===== src/rtl/alu_packet_core_if.sv =====
// Byte-stream bundle for alu_packet_core: inbound and outbound valid/ready byte
// channels, plus the busy and error status lines.
interface alu_packet_core_if;
  logic [7:0] rx_data_i;
  logic       rx_valid_i;
  logic       rx_ready_o;
  logic [7:0] tx_data_o;
  logic       tx_valid_o;
  logic       tx_ready_i;
  logic       busy_o;
  logic       err_o;

  modport slave (
    input  rx_data_i, rx_valid_i, tx_ready_i,
    output rx_ready_o, tx_data_o, tx_valid_o, busy_o, err_o
  );

  modport master (
    output rx_data_i, rx_valid_i, tx_ready_i,
    input  rx_ready_o, tx_data_o, tx_valid_o, busy_o, err_o
  );
endinterface


===== src/rtl/alu_packet_core.sv =====
// Byte-stream packet ALU: parses a 4-byte header {opcode, reserved, len_lo, len_hi},
// then echoes, sums or multiplies big-endian operands and returns the result MSB first.
module alu_packet_core #(
  parameter int unsigned OPERAND_BYTES = 4,
  parameter logic [7:0]  OP_ECHO       = 8'hEC,
  parameter logic [7:0]  OP_ADD        = 8'hAD,
  parameter logic [7:0]  OP_MUL        = 8'h88
) (
  input logic              clk_i,
  input logic              rst_i,
  alu_packet_core_if.slave bus
);
  localparam int unsigned   W        = 8 * OPERAND_BYTES;
  localparam int unsigned   IW       = (OPERAND_BYTES > 1) ? $clog2(OPERAND_BYTES) : 1;
  localparam logic [IW-1:0] LAST_IDX = IW'(OPERAND_BYTES - 1);

  typedef enum logic [2:0] {
    HDR_OP  = 3'd0,
    HDR_RSV = 3'd1,
    HDR_LO  = 3'd2,
    HDR_HI  = 3'd3,
    ECHO    = 3'd4,
    ACC     = 3'd5,
    DRAIN   = 3'd6,
    RESULT  = 3'd7
  } state_t;

  state_t        state_q, state_d;
  logic [7:0]    opcode_q, opcode_d;
  logic [7:0]    len_lo_q, len_lo_d;
  logic [15:0]   plen_q, plen_d;
  logic [15:0]   cnt_q, cnt_d;
  logic [W-1:0]  acc_q, acc_d;
  logic [W-1:0]  opnd_q, opnd_d;
  // Operand byte index while accumulating, result byte index while transmitting.
  logic [IW-1:0] idx_q, idx_d;
  logic          err_q, err_d;

  logic [15:0]   len_full;
  logic [15:0]   plen_hdr;
  logic [W-1:0]  opnd_shift;
  logic          last_payload;
  logic          is_mul;
  logic [7:0]    acc_bytes [OPERAND_BYTES];

  // Big-endian view of the accumulator: entry 0 is the most significant byte.
  for (genvar gi = 0; gi < OPERAND_BYTES; gi++) begin : g_acc_bytes
    assign acc_bytes[gi] = acc_q[W-1-8*gi -: 8];
  end

  always_comb begin
    state_d        = state_q;
    opcode_d       = opcode_q;
    len_lo_d       = len_lo_q;
    plen_d         = plen_q;
    cnt_d          = cnt_q;
    acc_d          = acc_q;
    opnd_d         = opnd_q;
    idx_d          = idx_q;
    err_d          = 1'b0;
    bus.rx_ready_o = 1'b0;
    bus.tx_valid_o = 1'b0;
    bus.tx_data_o  = 8'h00;

    len_full     = {bus.rx_data_i, len_lo_q};
    plen_hdr     = (len_full < 16'd4) ? 16'd0 : (len_full - 16'd4);
    opnd_shift   = (opnd_q << 8) | W'(bus.rx_data_i);
    last_payload = (cnt_q == (plen_q - 16'd1));
    is_mul       = (opcode_q == OP_MUL);

    unique case (state_q)
      HDR_OP: begin
        bus.rx_ready_o = 1'b1;
        if (bus.rx_valid_i) begin
          opcode_d = bus.rx_data_i;
          state_d  = HDR_RSV;
        end
      end
      HDR_RSV: begin
        bus.rx_ready_o = 1'b1;
        if (bus.rx_valid_i) state_d = HDR_LO;
      end
      HDR_LO: begin
        bus.rx_ready_o = 1'b1;
        if (bus.rx_valid_i) begin
          len_lo_d = bus.rx_data_i;
          state_d  = HDR_HI;
        end
      end
      HDR_HI: begin
        bus.rx_ready_o = 1'b1;
        if (bus.rx_valid_i) begin
          plen_d = plen_hdr;
          cnt_d  = 16'd0;
          idx_d  = '0;
          opnd_d = '0;
          acc_d  = is_mul ? W'(1) : '0;
          if (len_full < 16'd4) err_d = 1'b1;
          if (opcode_q == OP_ECHO) begin
            state_d = (plen_hdr == 16'd0) ? HDR_OP : ECHO;
          end else if ((opcode_q == OP_ADD) || is_mul) begin
            state_d = (plen_hdr == 16'd0) ? RESULT : ACC;
          end else begin
            err_d   = 1'b1;
            state_d = (plen_hdr == 16'd0) ? HDR_OP : DRAIN;
          end
        end
      end
      ECHO: begin
        // Straight combinational pass-through; rx stalls whenever tx is backpressured.
        bus.tx_data_o  = bus.rx_data_i;
        bus.tx_valid_o = bus.rx_valid_i;
        bus.rx_ready_o = bus.tx_ready_i;
        if (bus.rx_valid_i && bus.tx_ready_i) begin
          cnt_d = cnt_q + 16'd1;
          if (last_payload) state_d = HDR_OP;
        end
      end
      ACC: begin
        bus.rx_ready_o = 1'b1;
        if (bus.rx_valid_i) begin
          cnt_d = cnt_q + 16'd1;
          if (idx_q == LAST_IDX) begin
            acc_d  = is_mul ? (acc_q * opnd_shift) : (acc_q + opnd_shift);
            opnd_d = '0;
            idx_d  = '0;
          end else begin
            opnd_d = opnd_shift;
            idx_d  = idx_q + IW'(1);
          end
          if (last_payload) begin
            // A trailing operand that never completed is dropped and flagged.
            if (idx_q != LAST_IDX) err_d = 1'b1;
            opnd_d  = '0;
            idx_d   = '0;
            state_d = RESULT;
          end
        end
      end
      DRAIN: begin
        bus.rx_ready_o = 1'b1;
        if (bus.rx_valid_i) begin
          cnt_d = cnt_q + 16'd1;
          if (last_payload) state_d = HDR_OP;
        end
      end
      RESULT: begin
        bus.tx_valid_o = 1'b1;
        bus.tx_data_o  = acc_bytes[idx_q];
        if (bus.tx_ready_i) begin
          if (idx_q == LAST_IDX) begin
            idx_d   = '0;
            state_d = HDR_OP;
          end else begin
            idx_d = idx_q + IW'(1);
          end
        end
      end
      default: state_d = HDR_OP;
    endcase
  end

  always_ff @(posedge clk_i) begin
    if (rst_i) begin
      state_q  <= HDR_OP;
      opcode_q <= 8'h00;
      len_lo_q <= 8'h00;
      plen_q   <= 16'd0;
      cnt_q    <= 16'd0;
      acc_q    <= '0;
      opnd_q   <= '0;
      idx_q    <= '0;
      err_q    <= 1'b0;
    end else begin
      state_q  <= state_d;
      opcode_q <= opcode_d;
      len_lo_q <= len_lo_d;
      plen_q   <= plen_d;
      cnt_q    <= cnt_d;
      acc_q    <= acc_d;
      opnd_q   <= opnd_d;
      idx_q    <= idx_d;
      err_q    <= err_d;
    end
  end

  assign bus.busy_o = (state_q != HDR_OP);
  // Masked so a pulse left over from the previous cycle never overlaps reset.
  assign bus.err_o  = err_q & ~rst_i;

endmodule


===== src/flat_wrapper.sv =====
// flat-port wrapper written by rule: the top's interface ports become plain ports
module alu_packet_core_flat 
#(
  parameter int unsigned OPERAND_BYTES = 4,
  parameter logic [7:0]  OP_ECHO       = 8'hEC,
  parameter logic [7:0]  OP_ADD        = 8'hAD,
  parameter logic [7:0]  OP_MUL        = 8'h88
)
  (clk_i, rst_i, bus_rx_data_i, bus_rx_valid_i, bus_tx_ready_i, bus_rx_ready_o, bus_tx_data_o, bus_tx_valid_o, bus_busy_o, bus_err_o);
  alu_packet_core_if bus_i ();
  input logic clk_i;
  input logic rst_i;
  input wire logic [$bits(bus_i.rx_data_i)-1:0] bus_rx_data_i;
  input wire logic [$bits(bus_i.rx_valid_i)-1:0] bus_rx_valid_i;
  input wire logic [$bits(bus_i.tx_ready_i)-1:0] bus_tx_ready_i;
  output wire logic [$bits(bus_i.rx_ready_o)-1:0] bus_rx_ready_o;
  output wire logic [$bits(bus_i.tx_data_o)-1:0] bus_tx_data_o;
  output wire logic [$bits(bus_i.tx_valid_o)-1:0] bus_tx_valid_o;
  output wire logic [$bits(bus_i.busy_o)-1:0] bus_busy_o;
  output wire logic [$bits(bus_i.err_o)-1:0] bus_err_o;
  assign bus_i.rx_data_i = bus_rx_data_i;
  assign bus_i.rx_valid_i = bus_rx_valid_i;
  assign bus_i.tx_ready_i = bus_tx_ready_i;
  assign bus_rx_ready_o = bus_i.rx_ready_o;
  assign bus_tx_data_o = bus_i.tx_data_o;
  assign bus_tx_valid_o = bus_i.tx_valid_o;
  assign bus_busy_o = bus_i.busy_o;
  assign bus_err_o = bus_i.err_o;
  alu_packet_core #(.OPERAND_BYTES(OPERAND_BYTES), .OP_ECHO(OP_ECHO), .OP_ADD(OP_ADD), .OP_MUL(OP_MUL)) u_core (.clk_i(clk_i), .rst_i(rst_i), .bus(bus_i));
endmodule

===== config.mk =====
export PLATFORM = sky130hd
export DESIGN_NAME = alu_packet_core_flat
export DESIGN_NICKNAME = d
export VERILOG_FILES = /design/src/rtl/alu_packet_core_if.sv /design/src/rtl/alu_packet_core.sv /design/src/flat_wrapper.sv
export SDC_FILE = /design/constraint.sdc
export NUM_CORES = 2
export LEC_CHECK = 0
export ABC_CLOCK_PERIOD_IN_PS = 7300
export CAP_MARGIN = 20
export CORE_MARGIN = 2
export CORE_UTILIZATION = 40
export DETAILED_ROUTE_END_ITERATION = 12
export GPL_ROUTABILITY_DRIVEN = 0
export SYNTH_ARGS = -nofsm -noshare
export SYNTH_HDL_FRONTEND = slang
export SYNTH_SLANG_ARGS = --single-unit
export TNS_END_PERCENT = 10

===== constraint.sdc =====
create_clock -name clk_i -period 7.3 [get_ports clk_i]
set_input_delay 0.73 -clock clk_i [delete_from_list [all_inputs] [get_ports clk_i]]
set_output_delay 0.73 -clock clk_i [all_outputs]
set_load 0.02 [all_outputs]

==> flow_summary.toml <==
[run_status]
status = "complete, no violations"

[finish]
multi_input_area_um2 = 18480
final-seq-area_um2 = 2205
final_nets = 3275
final-instance-count-excl-fill = 3457
fill_cells = 5543
synthToLayoutAreaGrowth_pct = 11.54
drive_gt1_frac = 0.1019
finalInstanceArea_um2 = 25260

[clock_tree]
numCtsBuffers = 9
cts_tree = "yes"
clk_path_buf_depth = 2
clkTransAtPathRegs_ps = 80
cts_max_level = 3
insertion_delay_ps = 370
ctsHoldBuffers = 0
cts_sinks = 110
root_buffer = "clkbuf_16"

[timing]
drv_slew = 0
max_freq_mhz = 139.7
fin_crit_sh = 0.9803
tns_ps = 0
hold_viol_final = 0
worstMarginPinSlew_ps = 1061
finalSetupViolCount = 0
clock-skew-final_ps = 9.750
rsz0062_at_grt = "yes"
max_slew_margin = 0.2903
finalCriticalPeriod_ps = 7156

[worst_hold_path]
min_from = "u_core.opcode_q[3]"
hold_path_end = "u_core.opcode_q[3]"
hold_depth = 2
hold_class = "reg -> reg"

[logic_synthesis]
synthTopCellsByArea = "fa_1, dfxtp_1, ha_1"
syn_area_um2 = 22650
yosysTopAreaCell = "fa_1"
yosysUniqueCellTypes = 72
synth_seq_cells = 110
synth_edf_count = 0
synth_top_area_frac = 0.3616
synth_cells = 2615
yosysWarnings = 0
async_flop_share = 0
avgSynthCellArea_um2 = 8.660
ys_seq_area_frac = 0.09724
syn-num-nets = 3195
ys.flop_type = "dfxtp_1"

[global_route]
antenna_found_initial = 0
grt_max_degree = 79
gr-total-overflow = 0
gr-usage-all-layers = 0.2419
grt_pass1_wl_um = 111300
grt_pass1_vias = 19680

[route]
detail-route-antenna-nets = 0
drtPass1Iterations = 5
wire_per_inst_um = 19.91
drc = 0
via_count = 18440
drt-total-wl_um = 68840
via_per_inst = 5.334
drt-initial-drc-count = 1091

[worst_setup_path]
path_buf_inv = 4
cpMostUsedCell = "fa_1"
end_kind = "flip-flop"
worstPathCellList = "dlygate4sd2_1 -> buf_6 -> and2_1 -> fa_1 -> inv_1 -> fa_1 -> fa_1 -> fa_1 -> inv_1 -> fa_1 -> fa_2 -> fa_1 -> fa_1 -> ha_4 -> nand4_1 -> or4_4 -> o22ai_4 -> o211a_1 -> a31oi_1 -> xnor2_1 -> nor2_1 -> a211o_1"
r2r_end = "u_core.acc_bytes[31]"
r2r_setup_slack_ps = 190
slowest_stage = "or4_4"
slowest_delay_ps = 560
path_class = "in -> reg"
r2r-start = "u_core.acc_bytes[9]"
r2r_cells = 22
arrival_ps = 7420
crit_family = "adder cells"
start_kind = "input pin"
critPathMaxFanout = 14
crit_required_ps = 7560

[placement]
portBuffers = 23
hpwl_um = 56300
dp_cells = 3435
dpl-instance-area_um2 = 24770

[power_and_ir_drop]
finalPower_mw = 1.302
p_per_area_nw_per_um2 = 51.55
max-vdd-ir-drop_mv = 0.1061
leakagePower_nw = 12.04

[floorplanning]
core_area_um2 = 56170
io_pins = 24
dieArea_um2 = 58530
start_util = 0.4032
die_h_um = 241.9
rows = 87
die_x_um = 241.9

[run]
cap_violations = 0
==> flip-flops by register name, summed over array words and instances (netlist names) <==
register	flops
u_core.acc_bytes	32
u_core.len_lo_q	8
u_core.cnt_q	16
u_core.opcode_q	8
u_core.err_q	1
u_core.state_q	3
u_core.opnd_q	24
u_core.plen_q	16
u_core.idx_q	2
==> cell families (layout without fill, tap and decap cells) <==
| kind of cell | after synthesis | in the layout | synth area share |
|---|---|---|---|
| DFF | 110 | 110 | 0.09724 |
| and+or+nand+nor | 901 | 901 | 0.1992 |
| other | 0 | 1 | 0 |
| xor gates and xnor gates | 150 | 150 | 0.05801 |
| muxes | 15 | 15 | 0.01111 |
| adders and majority gates | 568 | 568 | 0.4494 |
| AOI/OAI and AO/OA | 318 | 318 | 0.09227 |
| buffers and inverters | 553 | 638 | 0.09277 |
==> what timing repair did <==
action | CTS | global route
resized for setup | 18 | 39
setup buffers | 1 | 3
setup endpoints to repair | 10 | 10
gates cloned | 1 | 1
pin swaps | 13 | 43
==> synthesized netlist by cell type (all sizes together) (4+ instances only) <==
| master | number |
|---|---|
| or2 | 5 |
| nor4 | 8 |
| o21bai | 9 |
| mux4 | 8 |
| o211ai | 6 |
| o21a | 11 |
| a22oi | 42 |
| a21o | 27 |
| clkbuf | 139 |
| o21ai | 64 |
| xor2 | 55 |
| and3 | 10 |
| a21oi | 84 |
| xnor2 | 95 |
| nor3b | 6 |
| nor2 | 112 |
| nand3 | 27 |
| mux2i | 6 |
| nor3 | 31 |
| o31a | 4 |
| o221ai | 5 |
| nor2b | 10 |
| fa | 409 |
| o31ai | 4 |
| and2 | 308 |
| a31oi | 12 |
| nand3b | 4 |
| a211oi | 11 |
| ha | 159 |
| or3 | 14 |
| buf | 10 |
| nand2b | 11 |
| inv | 404 |
| nand2 | 335 |
| nand4 | 11 |
| a21boi | 9 |
| dfxtp | 110 |
==> how the worst max path moves through the flow <==
stage                     start                   end  slack [ps]  cells past startpoint
4_1_cts        bus_rx_data_i[2]  u_core.acc_bytes[31]          30                     26
3_5_place_dp   bus_rx_data_i[2]  u_core.acc_bytes[31]        -580                     23
6_report       bus_rx_data_i[4]  u_core.acc_bytes[31]         140                     22
2_1_floorplan  bus_rx_data_i[3]  u_core.acc_bytes[31]           2                     26
3_3_place_gp   bus_rx_data_i[2]  u_core.acc_bytes[31]        -540                     23
5_1_grt        bus_rx_data_i[4]  u_core.acc_bytes[31]         -50                     22
==> through the flow <==
step | worst slack (ps) | util | hold WS [ps]
3_3_place_gp | -539.9 | 0.4409 | 438.6
5_1_grt | -53.18 | 0.4496 | 487.4
4_1_cts | 28.98 | 0.4474 | 463.4
6_report | 144.0 | 0.4497 | 461.4
3_5_place_dp | -581.3 | 0.4409 | 451.7
2_1_floorplan | 1.910 | - | 431.8
==> layout make-up <==
type	instances	area share
Multi-Input combinational cell	1952	0.7317
Sequential cell	110	0.08728
Timing Repair Buffer	218	0.07094
Inverter	404	0.06004
Tap cell	756	0.03745
Clock buffer	9	0.008917
Clock inverter	7	0.003616
Antenna cell	1	0.00009907
==> per-layer routing <==
layer	share of wire	track usage
met1	0.43	0.3217
met5	0	0
met4	0.041	0.08860
met3	0.059	0.02902
met2	0.48	0.4059
==> worst min-delay path, cell delays in order, from the launching register on <==
cell and delay [ps]:
dfxtp_1 310, nand2_1 50, a21oi_1 50
==> power by group <==
part           total [mW]  internal, mW  switching (mW)
registers           0.619         0.606          0.0123
clock network       0.539         0.275           0.265
logic               0.144        0.0500          0.0939
total                1.30         0.931           0.371
==> cell usage in the layout, fill, tap and decap left out, drive strengths merged, types with 27 or more instances in the layout <==
cell type  synthesis  final
fa               409    409
inv              404    406
nand2            335    335
and2             308    308
buf               10    198
ha               159    159
nor2             112    112
dfxtp            110    110
xnor2             95     95
a21oi             84     84
o21ai             64     64
xor2              55     55
a22oi             42     42
nor3              31     31
a21o              27     27
nand3             27     27
(Power assumes the default switching activity.)
==> edit 1, RTL diff (config.mk and constraints unchanged) <==
`OPERAND_BYTES` is set to 4 in 2 places; all go to 2.
--- a/src/rtl/alu_packet_core.sv
+++ b/src/rtl/alu_packet_core.sv
@@ -2,5 +2,5 @@
 // then echoes, sums or multiplies big-endian operands and returns the result MSB first.
 module alu_packet_core #(
-  parameter int unsigned OPERAND_BYTES = 4,
+  parameter int unsigned OPERAND_BYTES = 2,
   parameter logic [7:0]  OP_ECHO       = 8'hEC,
   parameter logic [7:0]  OP_ADD        = 8'hAD,
--- a/src/flat_wrapper.sv
+++ b/src/flat_wrapper.sv
@@ -2,5 +2,5 @@
 module alu_packet_core_flat 
 #(
-  parameter int unsigned OPERAND_BYTES = 4,
+  parameter int unsigned OPERAND_BYTES = 2,
   parameter logic [7:0]  OP_ECHO       = 8'hEC,
   parameter logic [7:0]  OP_ADD        = 8'hAD,
Behaviour: not the same (a bounded check fails within 10 cycles, from zero or initial values and one cycle with rst_i high).
==> edit 1 against the unedited design <==
  * Synthesized area shrank 61%
  * Register-to-register slack improved by 1.2 ns
  * Total power decreased by 14%
  * Sequential cell count shrank 33
  * Count of clock-buffer cells in the layout is the same
  * Worst setup slack better by 0.77 ns
  * Final area is 61% lower
  * Routed wire length shrank 65%
  * Highest routed layer unchanged
==> edit 1: results <==
metrics = {
    "power": {
        "ir_drop_v": 0.0001058,
        "switching_share_pct": 27.08,
        "leakage_nw": 4.202,
    },
    "layout": {
        "nets": 1278,
        "final_layout_size_suffix_gt1_share_pct": 4.103,
        "diodes": 0,
    },
    "place": {
        "placed_area_mm2": 0.009404,
        "post-place-ws_ns": 0.5539,
        "dp.cells": 1385,
        "dpl.hpwl_mm": 18.67,
    },
    "synth": {
        "synth_cell_types": 67,
        "synth-compound-area-share_pct": 12.89,
        "synthAdderAreaFrac_pct": 27.73,
        "synthCells": 1121,
        "synth_area_leaders": "fa_1 (18%), dfxtp_1 (17%), ha_1 (9.8%)",
        "synthXorXnorAreaFrac_pct": 8.585,
        "synth.mux.area_fraction_pct": 1.359,
        "yosysWarnings": 0,
        "synthTopCellsByCount": "nand2_1 (163), inv_1 (124), fa_1 (80), dfxtp_1 (77)",
        "ys_seq_area_share_pct": 17.25,
    },
    "critical_path": {
        "r2r-end": "u_core.acc_bytes[14]",
        "slowest_stage": "clkdlybuf4s50_1",
        "r2r_slack_ns": 1.36,
        "crit_path_max_incr_delay_ns": 0.74,
        "cp_max_fo": 11,
        "r2r-start": "u_core.acc_bytes[5]",
        "arrival_ns": 6.60,
        "worst_r2r_path_depth": 19,
    },
    "global_route": {
        "grt_max_degree": 50,
        "grt_pass1_vias": 7375,
        "grt_pass1_wl_mm": 40.08,
        "track_usage_pct": 21.17,
    },
    "status": {
        "status": "finished clean",
    },
    "sta": {
        "tightest_slew_ns": 1.023,
        "whs_ns": 0.4577,
        "worst_slack_ns": 0.9176,
        "fin_skew_ns": 0.01400,
    },
    "routing": {
        "wl_per_cell_um": 17.44,
        "wl_mm": 24.43,
        "drt_iter0_markers": 442,
        "vias": 7640,
    },
    "clock_network": {
        "root_buffer": "clkbuf_16",
        "worstSkewPairLatency_ns": 0.34,
        "cts_resized": 0,
        "cts_setup_buffers": 0,
        "cts-htree-levels": 3,
    },
    "hold_path": {
        "worstHoldStart": "u_core.opcode_q[4]",
    },
}
-- edit 1: kinds of logic (layout without fill, tap and decap cells) --
logic type      count (synthesis)  count (layout)
compound gates                178             178
xor+xnor                       86              86
fa+ha+maj                     150             150
buf+inv                       178             178
flops                          77              77
mux                            12              12
simple gates                  440             440
-- edit 1: cell type report --
class / count / area (um^2)
clock buffers: 9 / 225.2
well taps: 280 / 350.3
inverters: 124 / 465.4
multi-input cells: 866 / 6709
fillers: 2246 / 12150
repair buffers: 38 / 337.8
flip-flops and latches: 77 / 1541
clock inverters: 7 / 113.9
-- edit 1: metal layers --
metal | share of wire (%) | global-route usage, % | vias to the layer above
met3 | 7.0 | 2.977 | 23
met1 | 49 | 32.55 | 3660
met4 | 1.3 | 3.932 | 0
li1 | - | - | 3719
met5 | 0 | 0 | -
met2 | 43 | 31.72 | 238
-- edit 1: power by group through the flow --
| stage | combinational, mW | sequential, mW | clock (mW) |
|---|---|---|---|
| 2_1_floorplan | 0.106 | 0.443 | 0 |
| 3_3_place_gp | 0.156 | 0.456 | 0 |
| 3_5_place_dp | 0.155 | 0.456 | 0 |
| 4_1_cts | 0.156 | 0.447 | 0.528 |
| 5_1_grt | 0.172 | 0.449 | 0.549 |
| 6_report | 0.157 | 0.447 | 0.519 |
-- edit 1: worst max-delay path by stage --
stage                           from                   end  depth (start not counted)
floorplan           bus_rx_data_i[1]  u_core.acc_bytes[14]                         19
finish              bus_rx_data_i[6]  u_core.acc_bytes[13]                         20
global placement    bus_rx_data_i[5]  u_core.acc_bytes[14]                         20
global route        bus_rx_data_i[5]  u_core.acc_bytes[14]                         20
CTS                 bus_rx_data_i[5]  u_core.acc_bytes[14]                         20
detailed placement  bus_rx_data_i[5]  u_core.acc_bytes[14]                         20
==> edit 2, RTL diff (same flow settings) <==
Without the edit above. Encoding of `state_t`: now one-hot (8 bits for 8 states).
--- a/src/rtl/alu_packet_core.sv
+++ b/src/rtl/alu_packet_core.sv
@@ -15,13 +15,13 @@
   localparam logic [IW-1:0] LAST_IDX = IW'(OPERAND_BYTES - 1);
 
-  typedef enum logic [2:0] {
-    HDR_OP  = 3'd0,
-    HDR_RSV = 3'd1,
-    HDR_LO  = 3'd2,
-    HDR_HI  = 3'd3,
-    ECHO    = 3'd4,
-    ACC     = 3'd5,
-    DRAIN   = 3'd6,
-    RESULT  = 3'd7
+  typedef enum logic [7:0] {
+    HDR_OP  = 8'b00000001,
+    HDR_RSV = 8'b00000010,
+    HDR_LO  = 8'b00000100,
+    HDR_HI  = 8'b00001000,
+    ECHO    = 8'b00010000,
+    ACC     = 8'b00100000,
+    DRAIN   = 8'b01000000,
+    RESULT  = 8'b10000000
   } state_t;
 
Formal check against the unedited RTL: same outputs for any inputs over 4 cycles, from zero or initial values and one cycle with rst_i high; so few cycles prove little.
==> edit 2 against the unedited design <==
  * Sequential share of layout area grew 0.23 points
  * Worst setup slack gained 0.028 ns
  * Routed wire length increased by 2.1%
  * Clock skew up 0.00072 ns
  * Die area grew 0.53%
  * Final cell count increased by 0.12%
  * Sequential cell count rose by 5
  * Final area up 2.0%
  * Non-clock buffer count down 5
  * Synthesized area rose by 0.54%
  * Critical path depth rose by 4
  * Critical path type unchanged
  * Critical endpoint is now u_core.acc_bytes[30]
Power is not compared: it rests on default switching activity, and its combinational part moved more than twofold at a synthesized area within 25%.
==> edit 2: results <==
metrics = {
    "status": {
        "status": "finished clean",
    },
    "synth": {
        "synth_cell_types": 75,
        "synth_area_leaders": "fa_1 (36%), dfxtp_1 (10%), ha_1 (8.7%)",
        "synthTopCellsByCount": "fa_1 (409), inv_1 (401), and2_1 (306), nand2_1 (301), ha_1 (158)",
        "synth_fp_nets": 3186,
        "yosysWarnings": 0,
        "ys_async_sr_fraction_pct": 0,
        "ys_seq_area_share_pct": 10.11,
        "synth-main-ff-cell": "dfxtp_1",
    },
    "power": {
        "leakage_nw": 12.42,
        "ir_drop_v": 0.0001855,
    },
    "layout": {
        "final_layout_size_suffix_gt1_share_pct": 10.87,
        "nets": 3272,
        "diodes": 0,
        "largest_reg_flops": 32,
    },
    "routing": {
        "drt_iter0_markers": 1607,
        "wl_mm": 70.28,
        "drt-pass1-iter-count": 8,
        "viasPerCell": 5.398,
    },
    "global_route": {
        "antenna_found_initial": 0,
        "grt_pass1_vias": 19750,
        "track_usage_pct": 24.57,
        "grt_max_degree": 81,
        "grt_pass1_wl_mm": 112.8,
    },
    "sta": {
        "tightest_slew_ns": 1.125,
        "fin_crit_sh_pct": 97.65,
        "fin_skew_ns": 0.01047,
    },
    "clock_network": {
        "cts_buffers": 17,
        "cts-htree-levels": 4,
        "worstSkewPairLatency_ns": 0.43,
        "root_buffer": "clkbuf_16",
        "clockBufferDepth": 2,
        "clkTransAtPathRegs_ns": 0.06,
    },
    "place": {
        "io_buffers": 23,
        "dpl.hpwl_mm": 56.04,
    },
    "hold_path": {
        "hp-class": "reg -> reg",
    },
    "critical_path": {
        "crit_path_max_incr_delay_ns": 0.53,
        "slowest_stage": "fa_1",
        "arrival_ns": 7.46,
        "cp_max_fo": 18,
    },
}
edit 2: cell types whose count changed in the layout (fill, tap and decap cells not counted), sizes merged, moves of 9 or more:
cell / change
a21oi: -18
nor2: +26
or3: +10
nand2: -34
mux2i: +16
xor2: -9
a22o: +11
edit 2: area by class of cell:
class / instances / area (um^2)
tap: 756 / 945.9
sequential: 115 / 2308
timing repair buffer: 213 / 1817
fill: 5482 / 30500
clock inverter: 13 / 160.2
clock buffer: 18 / 439.2
multi-input combinational: 1945 / 18600
inverter: 401 / 1505
edit 2: routing by layer:
layer	vias up	wire [um]	global-route usage, %
li1	8367	-	-
met1	9524	29990	33.04
met2	631	33230	40.39
met3	160	4448	3.748
met4	0	2622	8.499
met5	-	0	0
edit 2: logic make-up (layout without fill, tap and decap cells):
logic type      after synthesis  after routing  share of synthesized area (%)
compound gates              308            308                          9.150
xor+xnor                    138            138                          5.309
fa+ha+maj                   567            567                          44.65
buf+inv                     547            645                          9.040
flops                       115            115                          10.11
mux                          31             31                          1.808
simple gates                901            901                          19.93
edit 2: timing repair:
item,CTS,global route
endpoints found under the setup margin,13,13
setup buffers,8,2
hold buffers,0,0
pin swaps,20,47
resized for setup,27,38
edit 2: worst max-delay path, delay by kind of cell:
family	cells	cell delay, ns
simple gates	1	0.15
fa+ha+maj	9	4.27
compound gates	9	1.55
buf+inv	7	0.76
edit 2: per-stage QoR:
stage / setup slack [ns] / TNS, ns / cell area, um^2 / utilization, % / instances
after floorplan: -0.04398 / -0.04398 / 22820 / - / 2607
after global placement: -0.6185 / -6.710 / 24900 / 44.24 / 3419
after detailed placement: -0.8341 / -8.402 / 24900 / 44.24 / 3419
after CTS: 0.0001386 / 0 / 25610 / 45.51 / 3458
after global routing: -0.02997 / -0.02997 / 25770 / 45.80 / 3461
final: 0.1717 / 0 / 25770 / 45.80 / 3461
edit 2: power breakdown:
part           leakage, nW  switching, mW  internal (mW)
registers            0.930         0.0266          0.653
logic                 11.2          0.179          0.119
clock network        0.280          0.335          0.543
edit 2: path summary, 6_finish.rpt:
check / from / end / slack [ns] / depth (start not counted)
worst max register to register: u_core.opnd_q[0] / u_core.acc_bytes[30] / 0.22 / 25
worst min register to register: u_core.opcode_q[1] / u_core.opcode_q[1] / 0.49 / 2
worst max-delay path: bus_rx_data_i[4] / u_core.acc_bytes[30] / 0.17 / 26
worst min-delay path: u_core.opcode_q[1] / u_core.opcode_q[1] / 0.49 / 2
